==> config.mk <==
export PLATFORM = sky130hd
export DESIGN_NAME = regfile_wb_arbiter
export DESIGN_NICKNAME = d
export VERILOG_FILES = /design/src/rtl/regfile_wb_arbiter.sv
export SDC_FILE = /design/constraint.sdc
export NUM_CORES = 1
export LEC_CHECK = 0
export ABC_CLOCK_PERIOD_IN_PS = 4000
export CORE_AREA = 5 5 69 71
export CTS_CLUSTER_SIZE = 8
export DETAILED_ROUTE_END_ITERATION = 6
export DIE_AREA = 0 0 74 76
export PLACE_DENSITY = 0.86
export SLEW_MARGIN = 20
export SYNTH_ARGS = -nofsm -noshare
export SYNTH_HDL_FRONTEND = slang
export SYNTH_SLANG_ARGS = --single-unit
==> constraint.sdc <==
create_clock -name clk -period 4 [get_ports clk]
set_clock_uncertainty 0.1 [all_clocks]
set_input_delay 0.8 -clock clk [delete_from_list [all_inputs] [get_ports clk]]
set_output_delay 0.8 -clock clk [all_outputs]
set_load 0.03 [all_outputs]
==> src/rtl/regfile_wb_arbiter.sv <==
// ============================================================================
// Module   : regfile_wb_arbiter
// Purpose  : Clears the register file after reset, then shares its write port
//            between two writeback requesters (round-robin) and keeps a
//            per-register pending-write scoreboard.
// Revision : 1.0
// ============================================================================
`default_nettype none

module regfile_wb_arbiter #(
    parameter int DW   = 16,
    parameter int AW   = 3,
    parameter int NREG = 8
) (
    input  logic            clk,
    input  logic            reset,
    input  logic            a_valid,
    output logic            a_ready,
    input  logic [AW-1:0]   a_dest,
    input  logic [DW-1:0]   a_data,
    input  logic            b_valid,
    output logic            b_ready,
    input  logic [AW-1:0]   b_dest,
    input  logic [DW-1:0]   b_data,
    input  logic            issue_en,
    input  logic [AW-1:0]   issue_dest,
    output logic [NREG-1:0] busy,
    output logic [AW-1:0]   rf_dest,
    output logic [DW-1:0]   rf_w_in,
    output logic            rf_w_en,
    output logic            init_done
);

    localparam logic [AW-1:0] C_LAST = AW'(NREG - 1);

    typedef enum logic [0:0] {
        ST_INIT = 1'b0,
        ST_RUN  = 1'b1
    } state_t;

    state_t          r_state;
    logic [AW-1:0]   r_cnt;
    logic            r_ptr;        // 0: A wins a tie, 1: B wins a tie
    logic [NREG-1:0] r_busy;
    logic [AW-1:0]   r_rf_dest;
    logic [DW-1:0]   r_rf_w_in;
    logic            r_rf_w_en;
    logic            r_init_done;

    logic            w_run;
    logic            w_grant_a;
    logic            w_grant_b;
    logic            w_accept;
    logic [AW-1:0]   w_dest;
    logic [DW-1:0]   w_data;
    logic [NREG-1:0] w_busy_next;

    assign w_run     = (r_state == ST_RUN);
    assign w_grant_a = w_run && a_valid && (!b_valid || !r_ptr);
    assign w_grant_b = w_run && b_valid && (!a_valid ||  r_ptr);
    assign w_accept  = w_grant_a || w_grant_b;
    assign w_dest    = w_grant_a ? a_dest : b_dest;
    assign w_data    = w_grant_a ? a_data : b_data;

    // Set is applied after clear so a same-edge reissue keeps the bit pending.
    always_comb begin
        w_busy_next = r_busy;
        if (w_accept) begin
            w_busy_next[w_dest] = 1'b0;
        end
        if (issue_en) begin
            w_busy_next[issue_dest] = 1'b1;
        end
    end

    always_ff @(posedge clk or negedge reset) begin
        if (!reset) begin
            r_state     <= ST_INIT;
            r_cnt       <= '0;
            r_ptr       <= 1'b0;
            r_busy      <= '0;
            r_rf_dest   <= '0;
            r_rf_w_in   <= '0;
            r_rf_w_en   <= 1'b0;
            r_init_done <= 1'b0;
        end else begin
            case (r_state)
                ST_INIT: begin
                    r_rf_w_en <= 1'b1;
                    r_rf_dest <= r_cnt;
                    r_rf_w_in <= '0;
                    r_busy    <= '0;
                    r_cnt     <= r_cnt + AW'(1);
                    if (r_cnt == C_LAST) begin
                        r_state     <= ST_RUN;
                        r_init_done <= 1'b1;
                    end
                end
                ST_RUN: begin
                    r_rf_w_en <= w_accept;
                    if (w_accept) begin
                        r_rf_dest <= w_dest;
                        r_rf_w_in <= w_data;
                        r_ptr     <= w_grant_a;
                    end
                    r_busy <= w_busy_next;
                end
                default: begin
                    r_state <= ST_INIT;
                end
            endcase
        end
    end

    assign a_ready   = w_grant_a;
    assign b_ready   = w_grant_b;
    assign busy      = r_busy;
    assign rf_dest   = r_rf_dest;
    assign rf_w_in   = r_rf_w_in;
    assign rf_w_en   = r_rf_w_en;
    assign init_done = r_init_done;

endmodule

`default_nettype wire
==> results.md <==
* DRC at 0
* Worst setup SP type: input pin
* Internal Power at 0.000736 W
* Initial antenna violation count at 0
* RSZ-0062 raised after global routing: false
* Setup ws final at around 0.73 ns
* P_leak at about 1.2 nW
* Gp weighted congestion at 0.840
* Starting DRT DRC Count at 72
* Overall power at ~0.0011 W
* WHS Path Cells at 1
* Die H at around 76 um
* Share of cells above drive strength 1 at 8.00%
* Switching pwr at 0.000333 W
* Ys Warns at 0
* Placed Area at around 2600 um^2
* Total wire length at approximately 4.4 mm
* Most Frequent Cell on Critical Path: clkdlybuf4s50_1
* ANT nets after route at 0
* WP buf/inv at 2
* Delay-heaviest family, CP: buffers and inverters
* Post-synth EDFFs at 0
* Vias in the first global route at 1560
* DP Wirelength at approximately 3.3 mm
* Max-Cap Viols at 0
* Gate power share at ~33%
* CTS Sinks at 34
* Root buffer cell: clkbuf_8
* Mapped cell area at about 1800 um^2
* Post-layout min period at about 3.3 ns
* Worst skew pair latency at between 0.2 and 0.3 ns
* Worst Path Required at 3.10 ns
* Post-synth ARST share at 100%
* Hold_buf cts at 0
* Clk slew on worst S/H paths at about 0.070 ns
* Crit-path max cell delay at roughly 0.7 ns
* Status: complete, no violations
* Total Routing Usage GR at roughly 16%
* Largest net degree at the start of global routing at 35
* # diodes at 0
* First drt pass iteration count at 4
* CP arrival at around 2.4 ns
* Final hold vios at 0
* Vias per Instance at ~5.2
* Worst slew pin tran at 0.585 ns
* Fill count at ~350
* HP Class: reg -> reg
* Die footprint at roughly 5600 um^2
* Slew HR at between 60% and 70%
* Final instance area at 2660 um^2
* Post-CTS Setup Repair Bufs at 0
* Hold endpoint: init_done
* Synth Instances at between 150 and 200
* Setup tns final at 0 ns
* Yosys reg bits at 34
* Power density over the cells at 401 nW/um^2
* VDD IR max at 0.000259 V
* Crit-path cells: clkdlybuf4s50_1 > nand2b_1 > nand2_1 > nor2_1 > clkdlybuf4s50_1
* Top FF cell, synth: dfrtp_1
* Core region area at approximately 4200 um^2
* Syn Area/Cell at 10.1 um^2
* Hold_sp: init_done
* Setup Viol. Count Final at 0
* R2r setup slk at 2.24 ns
* Initial Util at a little over two fifths
* PortBufs at 76
* Die width at ~74 um
* CTS Buffer Depth at 2
* Critical R2R Capture: busy[0]
* Clock share of power at around 29%
* IO Pins at 77
* Multi-input combinational cell area at slightly above 800 um^2
* Endpoint type of the worst setup path: output port
* R2r worst-path depth at 5
* R2r startpoint: r_ptr
* Fmax at 306 MHz
* Drt wl/cell at 14.6 um
* CTS tree: built
* Area growth, synth to finish at 50.8%
* Sequential fraction of the synthesis area at between 40% and 50%
* CP max-delay cell: clkdlybuf4s50_1
* Sequential share of power at approximately two fifths
* Sequential standard cell area at 851 um^2
* Netlist cell types at 33
* Nets at just under 300
* Worst slack, placed at 0.724 ns
* Row Count at 24
* Final std cells w/o fill at roughly 300
* Crit share post-route at between 80% and 90%
* Resized Gates After CTS at 0
* Num CTS Buffers at 5
* Htree depth at 2
* Crit Path Max Fanout at 7
* Sw frac at between 30% and 40%
* First-pass GRT wire length at 7.21 mm
* Placed cell count at between 200 and 300
* Critical path class: in -> out
* Final slew viol count at 0
* GRT overflow at 0
* Mapped Nets at 222
* Vias at ~1600
-- layout by cell type, fill, tap and decap left out, types with 3 or more instances in the layout --
cell and n:
clkdlybuf4s50_1 76, dfrtp_1 34, nand3_1 22, mux2i_1 21, o21ai_0 17, nand2_1 12, a31oi_1 8, nand2b_1 7
nor2_1 7, inv_1 6, clkbuf_8 5, buf_4 4, a21o_1 3
-- synth_stat cells, drive strengths merged (3+ instances only) --
master	number	share of area [%]
o21ai	18	5.3
dfrtp	34	48
nand2	13	2.9
a31oi	8	2.8
mux2i	21	12
nand2b	7	2.5
a311oi	3	1.8
clkbuf	6	1.3
nand3	23	7.2
mux2	3	2.1
nor2	7	1.5
a21o	3	1.3
buf	6	2.6
inv	6	1.3
-- sequential cells by signal, indices dropped and copies added (netlist names) --
register / cells
rf_w_en: 1
busy: 8
init_done: 1
rf_dest: 3
r_state: 1
r_ptr: 1
rf_w_in: 16
r_cnt: 3
-- power groups by stage --
stage / combinational (W) / clock, W / sequential [W]
floorplan: 0.000101 / 0 / 0.000504
global placement: 0.000346 / 0 / 0.000416
detailed placement: 0.000351 / 0 / 0.000418
CTS: 0.000352 / 0.000319 / 0.000411
global route: 0.000373 / 0.000334 / 0.000418
finish: 0.000348 / 0.000310 / 0.000411
-- cell type report --
| cell class | count | area share [%] |
|---|---|---|
| clock inverter | 3 | 1.50 |
| clock buffer | 5 | 2.58 |
| multi-input combinational | 122 | 31.0 |
| sequential | 34 | 32.0 |
| timing repair buffer | 80 | 29.7 |
| tap | 52 | 2.44 |
| inverter | 6 | 0.846 |
-- metal layers --
metal	share of wire, %	track usage (%)
met4	0.52	2.90
met5	0	0
met1	40	19.7
met3	10	5.94
met2	49	26.9
-- how the worst max path moves through the flow --
stage	start	endpoint	slack, ns	depth (start not counted)
floorplan	a_valid	b_ready	1.59	4
global placement	a_valid	b_ready	0.75	5
detailed placement	a_valid	b_ready	0.72	5
CTS	a_valid	b_ready	0.72	5
global route	a_valid	b_ready	0.61	5
finish	a_valid	b_ready	0.73	5
-- worst register-to-register path: stages (launching register included) --
cell,delay [ns]
dfrtp_1,0.40
nand2_2,0.10
nand3_4,0.10
buf_4,0.35
mux2_4,0.35
a311oi_2,0.26
-- cells by family after synthesis --
| kind of cell | Yosys count | share of synthesized area (%) |
|---|---|---|
| buffers and inverters | 18 | 5.10 |
| adder cells (fa/ha/maj) | 2 | 1.42 |
| XOR/XNOR | 1 | 0.496 |
| AO/OA/AOI/OAI | 38 | 13.7 |
| flip-flops | 34 | 48.2 |
| multiplexers | 24 | 14.0 |
| AND/OR/NAND/NOR | 57 | 17.1 |
-- metrics by stage --
step                      hold slack (ns)  utilization [%]
after global placement              0.341             61.2
after detailed placement            0.358             61.2
after floorplan                     0.366                -
after global routing                0.391             63.8
final                               0.362             63.8
after CTS                           0.372             63.8
No activity file was read; power rests on OpenSTA's default activity.
